$ cat src/rtl/bus_initiator_pkg.sv
// Shared definitions for the system-bus initiator: FSM states, bus geometry,
// and the decoded address map the initiator drives.
package bus_initiator_pkg;

    localparam int BUS_ADDR_W       = 16;
    localparam int BUS_READ_LATENCY = 2;

    typedef enum logic [2:0] {
        IDLE,
        W_WAIT,
        W_STROBE,
        R_ADDR,
        R_WAIT,
        R_HOLD
    } state_t;

    // Address map: each region is an 8 KiB window selected by A[15:13].
    localparam logic [15:0] REGION_MASK = 16'hE000;
    localparam logic [15:0] ROM_BASE    = 16'hE000;
    localparam logic [15:0] UART_BASE   = 16'hC000;
    localparam logic [15:0] RAM_BASE    = 16'h0000;

    // Value the responders put on DI for addresses nobody decodes.
    localparam logic [7:0] UNMAPPED_RD = 8'hA5;

    function automatic logic in_region(input logic [15:0] a, input logic [15:0] base);
        return (a & REGION_MASK) == base;
    endfunction

endpackage

$ cat src/rtl/bus_initiator_if.sv
// Command/stream side plus 6502-style bus side of the initiator.
// master = the initiator, slave = everything around it (host + responders).
interface bus_initiator_if #(
    parameter int ADDR_W = 16
);
    logic              cmd_valid;
    logic              cmd_ready;
    logic              cmd_write;
    logic [ADDR_W-1:0] cmd_addr;
    logic [7:0]        cmd_len;
    logic              wr_valid;
    logic              wr_ready;
    logic [7:0]        wr_data;
    logic              rd_valid;
    logic              rd_ready;
    logic [7:0]        rd_data;
    logic              busy;
    logic [ADDR_W-1:0] A;
    logic [7:0]        DO;
    logic [7:0]        DI;
    logic              R_W_n;

    modport master (
        input  cmd_valid, cmd_write, cmd_addr, cmd_len, wr_valid, wr_data, rd_ready, DI,
        output cmd_ready, wr_ready, rd_valid, rd_data, busy, A, DO, R_W_n
    );

    modport slave (
        output cmd_valid, cmd_write, cmd_addr, cmd_len, wr_valid, wr_data, rd_ready, DI,
        input  cmd_ready, wr_ready, rd_valid, rd_data, busy, A, DO, R_W_n
    );
endinterface

$ cat src/rtl/bus_initiator.sv
// Bus master that turns read/write burst commands into single-byte bus cycles.
// Every output is a register so the bus and the stream side never see glitches.
module bus_initiator
    import bus_initiator_pkg::*;
#(
    parameter int READ_LATENCY = BUS_READ_LATENCY,
    parameter int ADDR_W       = BUS_ADDR_W
) (
    input  logic            CLK,
    input  logic            RESET,
    bus_initiator_if.master bus
);

    localparam int LAT_W = (READ_LATENCY < 2) ? 1 : $clog2(READ_LATENCY + 1);

    state_t            state;
    logic [ADDR_W-1:0] addr;      // address of the byte currently being handled
    logic [8:0]        count;     // bytes left, 256 needs the ninth bit
    logic [LAT_W-1:0]  lat;       // edges left until DI is valid
    logic [ADDR_W-1:0] a_q;
    logic [7:0]        do_q;
    logic              rw_n_q;
    logic              rd_valid_q;
    logic [7:0]        rd_data_q;
    logic              wr_ready_q;
    logic              cmd_ready_q;
    logic              busy_q;

    assign bus.A         = a_q;
    assign bus.DO        = do_q;
    assign bus.R_W_n     = rw_n_q;
    assign bus.rd_valid  = rd_valid_q;
    assign bus.rd_data   = rd_data_q;
    assign bus.wr_ready  = wr_ready_q;
    assign bus.cmd_ready = cmd_ready_q;
    assign bus.busy      = busy_q;

    // Burst sequencer: state, counters and all registered outputs.
    always_ff @(posedge CLK) begin
        if (RESET) begin
            state       <= IDLE;
            addr        <= '0;
            count       <= '0;
            lat         <= '0;
            a_q         <= '0;
            do_q        <= '0;
            rw_n_q      <= 1'b1;
            rd_valid_q  <= 1'b0;
            rd_data_q   <= '0;
            wr_ready_q  <= 1'b0;
            cmd_ready_q <= 1'b1;
            busy_q      <= 1'b0;
        end else begin
            case (state)
                IDLE: begin
                    if (bus.cmd_valid && cmd_ready_q) begin
                        addr        <= bus.cmd_addr;
                        count       <= (bus.cmd_len == 8'd0) ? 9'd256 : {1'b0, bus.cmd_len};
                        cmd_ready_q <= 1'b0;
                        busy_q      <= 1'b1;
                        if (bus.cmd_write) begin
                            state      <= W_WAIT;
                            wr_ready_q <= 1'b1;
                        end else begin
                            state <= R_ADDR;
                        end
                    end
                end
                W_WAIT: begin
                    if (bus.wr_valid && wr_ready_q) begin
                        a_q        <= addr;
                        do_q       <= bus.wr_data;
                        rw_n_q     <= 1'b0;
                        wr_ready_q <= 1'b0;
                        state      <= W_STROBE;
                    end
                end
                W_STROBE: begin
                    // Strobe lasts exactly this one cycle.
                    rw_n_q <= 1'b1;
                    addr   <= addr + ADDR_W'(1);
                    count  <= count - 9'd1;
                    if (count == 9'd1) begin
                        state       <= IDLE;
                        busy_q      <= 1'b0;
                        cmd_ready_q <= 1'b1;
                    end else begin
                        state      <= W_WAIT;
                        wr_ready_q <= 1'b1;
                    end
                end
                R_ADDR: begin
                    a_q   <= addr;
                    lat   <= LAT_W'(READ_LATENCY);
                    state <= R_WAIT;
                end
                R_WAIT: begin
                    lat <= lat - LAT_W'(1);
                    if (lat == LAT_W'(1)) begin
                        rd_data_q  <= bus.DI;
                        rd_valid_q <= 1'b1;
                        state      <= R_HOLD;
                    end
                end
                R_HOLD: begin
                    if (bus.rd_ready) begin
                        rd_valid_q <= 1'b0;
                        addr       <= addr + ADDR_W'(1);
                        count      <= count - 9'd1;
                        if (count == 9'd1) begin
                            state       <= IDLE;
                            busy_q      <= 1'b0;
                            cmd_ready_q <= 1'b1;
                        end else begin
                            state <= R_ADDR;
                        end
                    end
                end
                default: state <= IDLE;
            endcase
        end
    end

endmodule

$ cat src/flat_wrapper.sv
// flat-port wrapper written by rule: the top's interface ports become plain ports
module bus_initiator_flat import bus_initiator_pkg::*;
#(
    parameter int READ_LATENCY = BUS_READ_LATENCY,
    parameter int ADDR_W       = BUS_ADDR_W
)
  (CLK, RESET, bus_cmd_valid, bus_cmd_write, bus_cmd_addr, bus_cmd_len, bus_wr_valid, bus_wr_data, bus_rd_ready, bus_DI, bus_cmd_ready, bus_wr_ready, bus_rd_valid, bus_rd_data, bus_busy, bus_A, bus_DO, bus_R_W_n);
  bus_initiator_if #(.ADDR_W(ADDR_W)) bus_i ();
  input  logic CLK;
  input  logic RESET;
  input wire logic [$bits(bus_i.cmd_valid)-1:0] bus_cmd_valid;
  input wire logic [$bits(bus_i.cmd_write)-1:0] bus_cmd_write;
  input wire logic [$bits(bus_i.cmd_addr)-1:0] bus_cmd_addr;
  input wire logic [$bits(bus_i.cmd_len)-1:0] bus_cmd_len;
  input wire logic [$bits(bus_i.wr_valid)-1:0] bus_wr_valid;
  input wire logic [$bits(bus_i.wr_data)-1:0] bus_wr_data;
  input wire logic [$bits(bus_i.rd_ready)-1:0] bus_rd_ready;
  input wire logic [$bits(bus_i.DI)-1:0] bus_DI;
  output wire logic [$bits(bus_i.cmd_ready)-1:0] bus_cmd_ready;
  output wire logic [$bits(bus_i.wr_ready)-1:0] bus_wr_ready;
  output wire logic [$bits(bus_i.rd_valid)-1:0] bus_rd_valid;
  output wire logic [$bits(bus_i.rd_data)-1:0] bus_rd_data;
  output wire logic [$bits(bus_i.busy)-1:0] bus_busy;
  output wire logic [$bits(bus_i.A)-1:0] bus_A;
  output wire logic [$bits(bus_i.DO)-1:0] bus_DO;
  output wire logic [$bits(bus_i.R_W_n)-1:0] bus_R_W_n;
  assign bus_i.cmd_valid = bus_cmd_valid;
  assign bus_i.cmd_write = bus_cmd_write;
  assign bus_i.cmd_addr = bus_cmd_addr;
  assign bus_i.cmd_len = bus_cmd_len;
  assign bus_i.wr_valid = bus_wr_valid;
  assign bus_i.wr_data = bus_wr_data;
  assign bus_i.rd_ready = bus_rd_ready;
  assign bus_i.DI = bus_DI;
  assign bus_cmd_ready = bus_i.cmd_ready;
  assign bus_wr_ready = bus_i.wr_ready;
  assign bus_rd_valid = bus_i.rd_valid;
  assign bus_rd_data = bus_i.rd_data;
  assign bus_busy = bus_i.busy;
  assign bus_A = bus_i.A;
  assign bus_DO = bus_i.DO;
  assign bus_R_W_n = bus_i.R_W_n;
  bus_initiator #(.READ_LATENCY(READ_LATENCY), .ADDR_W(ADDR_W)) u_core (.CLK(CLK), .RESET(RESET), .bus(bus_i));
endmodule
$ cat config.mk
export PLATFORM = sky130hd
export DESIGN_NAME = bus_initiator_flat
export DESIGN_NICKNAME = d
export VERILOG_FILES = /design/src/rtl/bus_initiator_pkg.sv /design/src/rtl/bus_initiator_if.sv /design/src/rtl/bus_initiator.sv /design/src/flat_wrapper.sv
export SDC_FILE = /design/constraint.sdc
export NUM_CORES = 1
export LEC_CHECK = 0
export ABC_AREA = 1
export CORE_MARGIN = 5
export CORE_UTILIZATION = 50
export DETAILED_ROUTE_END_ITERATION = 16
export PLACE_DENSITY = 0.87
export SYNTH_ARGS = -nofsm -noshare
export SYNTH_HDL_FRONTEND = slang
export SYNTH_SLANG_ARGS = --single-unit
$ cat constraint.sdc
create_clock -name CLK -period 2.05 [get_ports CLK]
set_clock_uncertainty 0.1 [all_clocks]
set_input_delay 0.615 -clock CLK [delete_from_list [all_inputs] [get_ports CLK]]
set_output_delay 0.615 -clock CLK [all_outputs]
set_load 0.03 [all_outputs]
After elaboration in Yosys (flattened, before gate mapping):

Index checks and enable logic that the tools add are counted.

* bits of input ports: 46
* word-level logic and storage cells: 81
* flip-flop bits (word level): 67
* output and inout port bits: 37

* equality and inequality tests: 13
* mux-type cells: 35
* reduce and logical (&&, ||, !) cells: 18
* add/sub/neg operators: 3

Operators by type and width (count)
* 16-bit 2-to-1 mux: 3
* 16-bit case mux with 3 select lines: 1
* 16-bit case mux with 2 select lines: 1
* 9-bit 2-to-1 mux: 3
* 9-bit case mux with 3 select lines: 1
* 3-bit case mux with 6 select lines: 1
* 16-bit by 1-bit adder with 16-bit output (second input constant): 1
* 1-bit 2-to-1 mux: 13
* 3-bit 2-to-1 mux: 4
* 9-bit by 1-bit equality test with 1-bit output (second input constant): 1
* 1-bit case mux with 3 select lines: 3
* 9-bit by 1-bit subtractor with 9-bit output (second input constant): 1
* 8-bit zero test: 1
* 2-bit AND reduction: 4
* 2-bit nonzero test: 4
* 3-bit by 2-bit equality test with 1-bit output (second input constant): 2
* 3-bit equality test (second input constant): 2
* 2-bit by 1-bit inequality test with 1-bit output (second input constant): 3
* 2-bit inequality test (second input constant): 3
* 3-bit AND reduction: 2
* 3-bit nonzero test: 2
* 5-bit AND reduction: 1
* 2-bit 2-to-1 mux: 2
* 1-bit case mux with 2 select lines: 2
* other kinds (7): 8

Depth between registers and ports, before layout:

* word-level depth: 4
* mapped depth: 10
* mapped depth without buffers: 10

Worst setup path before layout:

Ideal clock, no wire load.

* path type: input to register
* from: input bus_wr_valid
* to: register u_core.a_q[8], in the netlist u_core.bus.A[8]
* path slack: 0.505 ns
* library setup time: 0.116 ns
* cell stages on the path: 8
* arrival time: 1.329 ns
* cell sequence: nand2_1 > nor2_4 > inv_2 > nand2_1 > buf_4 > inv_1 > nor2_1 > nor2_1

* cells in the longest elaborated chain, start to end: 3

RTL lines
* start, declared: RTL line flat_wrapper.sv:15 `input wire logic [$bits(bus_i.wr_valid)-1:0] bus_wr_valid;`
* 1-bit logical AND: RTL line bus_initiator.sv:70 `if (bus.wr_valid && wr_ready_q) begin`
* 2-bit by 1-bit inequality test with 1-bit output (no source line)
* 2-bit AND reduction (no source line)
* end signal, assigned: RTL line bus_initiator.sv:71 `a_q <= addr;`
* end signal, assigned: RTL line bus_initiator.sv:93 `a_q <= addr;`
* end, declared: RTL line bus_initiator.sv:20 `logic [ADDR_W-1:0] a_q;`

Every way passes these cells.
A chain may end at the register's enable or synchronous reset.

Worst setup path in the final report:

* from: register u_core.cmd_ready_q, in the netlist u_core.bus.cmd_ready
* to: output bus_cmd_ready

RTL lines
* start, declared: RTL line bus_initiator.sv:26 `logic cmd_ready_q;`
* start signal, assigned: RTL line bus_initiator.sv:51 `cmd_ready_q <= 1'b1;`
* start signal, assigned: RTL line bus_initiator.sv:59 `cmd_ready_q <= 1'b0;`
* start signal, assigned: RTL line bus_initiator.sv:86 `cmd_ready_q <= 1'b1;`
* end, declared: RTL line flat_wrapper.sv:19 `output wire logic [$bits(bus_i.cmd_ready)-1:0] bus_cmd_ready;`

No word-level cell between the ends.

==> tab_implementation.tex <==
\begin{tabular}{lr}
\hline
Metric & Value \\
\hline
\multicolumn{2}{l}{\textbf{Die}} \\
\quad Chip Width & slightly above 90 µm \\
\quad Number of I/O pins & slightly above 80 \\
\quad Die Y & 92.72 µm \\
\quad Die outline area & 8596 µm² \\
\quad Core footprint & 6719 µm² \\
\quad Site Rows & 30 \\
\quad Initial core utilization & 50.91\% \\
\multicolumn{2}{l}{\textbf{Placement}} \\
\quad Half-perimeter wire length after detailed placement & just under 7000 µm \\
\quad Cell area reported after detailed placement & between 4000 and 5000 µm² \\
\quad Weighted congestion at the end of routability-driven global placement & between 0.9 and 1 \\
\quad Number of input and output port buffers inserted & just over 80 \\
\multicolumn{2}{l}{\textbf{Worst setup path}} \\
\quad Buffering stage count on the worst path with inverters included & 1 \\
\quad Crit Reg-Reg Endpoint & u\_core.count[6] \\
\quad Critical path, cell by cell & dlygate4sd2\_1 \\
\quad Critical path's largest stage delay & 0.42 ns \\
\quad Maximum fanout encountered on the critical timing path & 3 \\
\quad Launch point of the worst reg-to-reg path & u\_core.state[1] \\
\quad Worst R2R Path Depth & 9 \\
\quad Critical path type & reg2out \\
\quad Source of the critical timing path & u\_core.bus.cmd\_ready \\
\quad Worst EP arrival & between 1 and 1.5 ns \\
\quad Worst Setup Start Kind & flip-flop \\
\quad Capturing element type of the critical path & primary output \\
\quad R2R Setup Slk & 0.24 ns \\
\quad Crit path required time & between 1 and 1.5 ns \\
\quad Critical-path top delay cell & sky130\_fd\_sc\_hd\_\_dlygate4sd2\_1 \\
\quad CP delay by family, top & buffers and inverters \\
\multicolumn{2}{l}{\textbf{STA}} \\
\quad Setup repair after global routing missed its margin & false \\
\quad Number of max-slew violations in the final report & 0 \\
\quad Post-route fraction of the period consumed by the critical path & between 90\% and 100\% \\
\quad Clock period minus worst slack & about 1.9 ns \\
\quad Final setup violating endpoints & 0 \\
\quad Final Hold Fails & 0 \\
\quad Measured slew at the worst slew-check pin & 0.3584 ns \\
\quad Peak Freq & roughly 530 MHz \\
\quad Max transition margin & 76.02\% \\
\multicolumn{2}{l}{\textbf{Detailed routing}} \\
\quad Final routed wirelength across all metal layers & around 9400 µm \\
\quad Via count & $\sim$3700 \\
\quad Iteration-0 DRC count of the detailed router & 200 \\
\quad Post-detailed-route via-to-cell ratio & 5.429 \\
\quad Pre-Repair DR Iteration Count & 6 \\
\quad \# DRC & 0 \\
\quad Number of antenna-violating nets in the routed design & 0 \\
\quad Final routed wire length divided by cell count & approximately 14 µm \\
\multicolumn{2}{l}{\textbf{Yosys}} \\
\quad Count of flip-flops with a built-in enable after synthesis & 0 \\
\quad Fraction of the yosys area taken by sequential cells & roughly two fifths \\
\quad Average size of a mapped cell & approximately 6.8 µm² \\
\quad Dominant register cell in the synthesized netlist & sky130\_fd\_sc\_hd\_\_dfxtp\_1 \\
\quad Library cell with the highest instance count after synthesis & sky130\_fd\_sc\_hd\_\_nand2\_1 \\
\quad Post-synth net total & roughly 550 \\
\quad Largest cells by area after synthesis & sky130\_fd\_sc\_hd\_\_dfxtp\_1 39\%, sky130\_fd\_sc\_hd\_\_nand2\_1 12\%, sky130\_fd\_sc\_hd\_\_nor2\_1 8.1\%, sky130\_fd\_sc\_hd\_\_o21ai\_0 7.5\%, sky130\_fd\_sc\_hd\_\_a21oi\_1 7.2\% \\
\quad Number of flip-flops and latches in the synthesized netlist & 67 \\
\quad Share of Yosys cell area claimed by the top area cell type & between 30 and 40\% \\
\quad Synth unique cells & 31 \\
\quad Fraction of registers with async set or reset after synthesis & 0\% \\
\quad Synth Instances & about 500 \\
\quad Library cell occupying the most area in the post-synthesis netlist & sky130\_fd\_sc\_hd\_\_dfxtp\_1 \\
\quad YS warnings & 0 \\
\quad Most instantiated cells after synthesis & 113 x sky130\_fd\_sc\_hd\_\_nand2\_1, 74 x sky130\_fd\_sc\_hd\_\_nor2\_1, 67 x sky130\_fd\_sc\_hd\_\_dfxtp\_1 \\
\quad Cell area after technology mapping & about 3400 µm² \\
\multicolumn{2}{l}{\textbf{Min path}} \\
\quad Tightest Hold Check Type & reg2reg \\
\quad Hold EP & u\_core.lat[0] \\
\quad Hold path startpoint & u\_core.lat[0] \\
\quad Worst Hold Depth & 1 \\
\multicolumn{2}{l}{\textbf{Clock tree}} \\
\quad Resize count post-CTS & 37 \\
\quad Count of hold-fix buffers inserted at cts & 0 \\
\quad Clock tree buffer depth & 2 \\
\quad TritonCTS buffer count & 9 \\
\quad Clk\_lat worst skew & between 0.3 and 0.4 ns \\
\quad Clock tree from TritonCTS & done \\
\quad Library cell used as clock root buffer & sky130\_fd\_sc\_hd\_\_clkbuf\_8 \\
\quad Clk sinks & 67 \\
\quad Number of levels the H-tree was split into & 3 \\
\quad Setup Fix Bufs, Post-CTS & 0 \\
\quad Clock-pin slew of the registers on the worst-case setup and hold paths & around 0.070 ns \\
\multicolumn{2}{l}{\textbf{Global routing}} \\
\quad Maximum number of pins on one net before global-route repair & 38 \\
\quad Antenna violations before repair & 0 \\
\quad Global Route Usage Sum & approximately 22\% \\
\quad First-pass GRT wire length & 15540 µm \\
\quad Via count of the first global-routing pass & around 3500 \\
\quad Total grt overflow & 0 \\
\multicolumn{2}{l}{\textbf{Final layout}} \\
\quad Layout-stage area growth over the synthesis result & 32.19\% \\
\quad Share of the core filled with cells in the final layout & 67.30\% \\
\quad Finished layout cell area & 4522 µm² \\
\quad Number of diodes & 0 \\
\quad Share of cells above drive strength 1 & between 10\% and 20\% \\
\quad Net total in the final layout & about 640 \\
\quad Fill cell total of the finished layout & slightly below 600 \\
\multicolumn{2}{l}{\textbf{Run status}} \\
\quad Status & finished clean \\
\multicolumn{2}{l}{\textbf{Power and ir drop}} \\
\quad Part of the power in the clock network & between 10\% and 20\% \\
\quad Design Power & about 6400 µW \\
\quad Max IR drop VDD & 774.0 µV \\
\quad Switching part of the total power & 44.87\% \\
\quad Power Internal & 3514 µW \\
\quad Portion of total power attributed to combinational logic & between 40\% and 50\% \\
\quad Leakage power total & 0.001996 µW \\
\quad Psw & approximately 2900 µW \\
\quad Flop pwr share & a little under a third \\
\quad Areal power density over the cells & 1409 nW/µm² \\
\multicolumn{2}{l}{\textbf{Job}} \\
\quad Max-cap violations & 0 \\
\hline
\end{tabular}
[sequential cells by signal (all words and copies together) (netlist names)]
name / flops
u_core.bus.busy: 1
u_core.bus.rd_data: 8
u_core.lat: 2
u_core.state: 3
u_core.bus.cmd_ready: 1
u_core.bus.A: 16
u_core.bus.DO: 8
u_core.count: 9
u_core.bus.R_W_n: 1
u_core.bus.wr_ready: 1
u_core.addr: 16
u_core.bus.rd_valid: 1
[layer usage]
metal,vias to the layer above,global-route usage [%],share of wire [%],routed length [µm]
li1,1809,-,-,-
met4,0,10.13,2.7,251
met5,-,0,0,0
met1,1658,25.98,41,3850
met2,162,39.03,50,4666
met3,25,5.037,6.8,638
[layout by cell type, fill, tap and decap left out, drive strengths merged, types with 2 or more instances in the layout]
cell type	n
nand2	116
nor2	79
dfxtp	67
o21ai	60
a21oi	53
inv	51
clkdlybuf4s50	45
dlygate4sd2	37
nand3	36
buf	13
clkbuf	11
nand4	6
ha	4
or2	2
o211ai	2
clkinvlp	2
bufinv	2
nor3	2
[worst max-delay path by stage]
stage	end	slack (ns)	cells past startpoint
2_1_floorplan	u_core.bus.A[8]	0.50	8
3_5_place_dp	u_core.addr[10]	-0.10	9
3_3_place_gp	u_core.addr[10]	-0.07	9
6_report	bus_cmd_ready	0.18	1
5_1_grt	u_core.count[6]	0.10	8
4_1_cts	bus_cmd_ready	0.18	1
[logic make-up (layout without fill, tap and decap cells)]
logic type      Yosys count  count (layout)  share of synthesized area (%)
simple gates            242             242                          30.72
compound gates          118             118                          18.65
buf+inv                  72             161                          9.693
flops                    67              67                          39.21
fa+ha+maj                 4               4                          1.463
xor+xnor                  1               1                         0.2561
[final cells by class]
type	instances	area (µm²)	area share [%]
Clock buffer	11	151.4	3.348
Clock inverter	5	83.83	1.854
Inverter	50	187.7	4.151
Multi-Input combinational cell	365	1748	38.66
Sequential cell	67	1341	29.66
Tap cell	80	100.1	2.214
Timing Repair Buffer	95	909.6	20.12
[power groups by stage]
stage	combinational, µW	sequential [µW]	clock (µW)
floorplan	2210	2150	0
global placement	3010	1990	0
detailed placement	3140	2010	0
CTS	3090	1980	1290
global route	3460	2030	1360
finish	3110	1990	1270
[through the flow]
step / setup TNS [ns] / hold WS, ns / worst slack [ns] / cells
2_1_floorplan: 0 / 0.3289 / 0.5050 / 504
3_3_place_gp: -0.4995 / 0.3391 / -0.06647 / 657
3_5_place_dp: -1.110 / 0.3539 / -0.1031 / 657
4_1_cts: 0 / 0.3628 / 0.1771 / 673
5_1_grt: 0 / 0.3874 / 0.1005 / 673
6_report: 0 / 0.3560 / 0.1785 / 673
No activity file was read; power rests on OpenSTA's default activity.
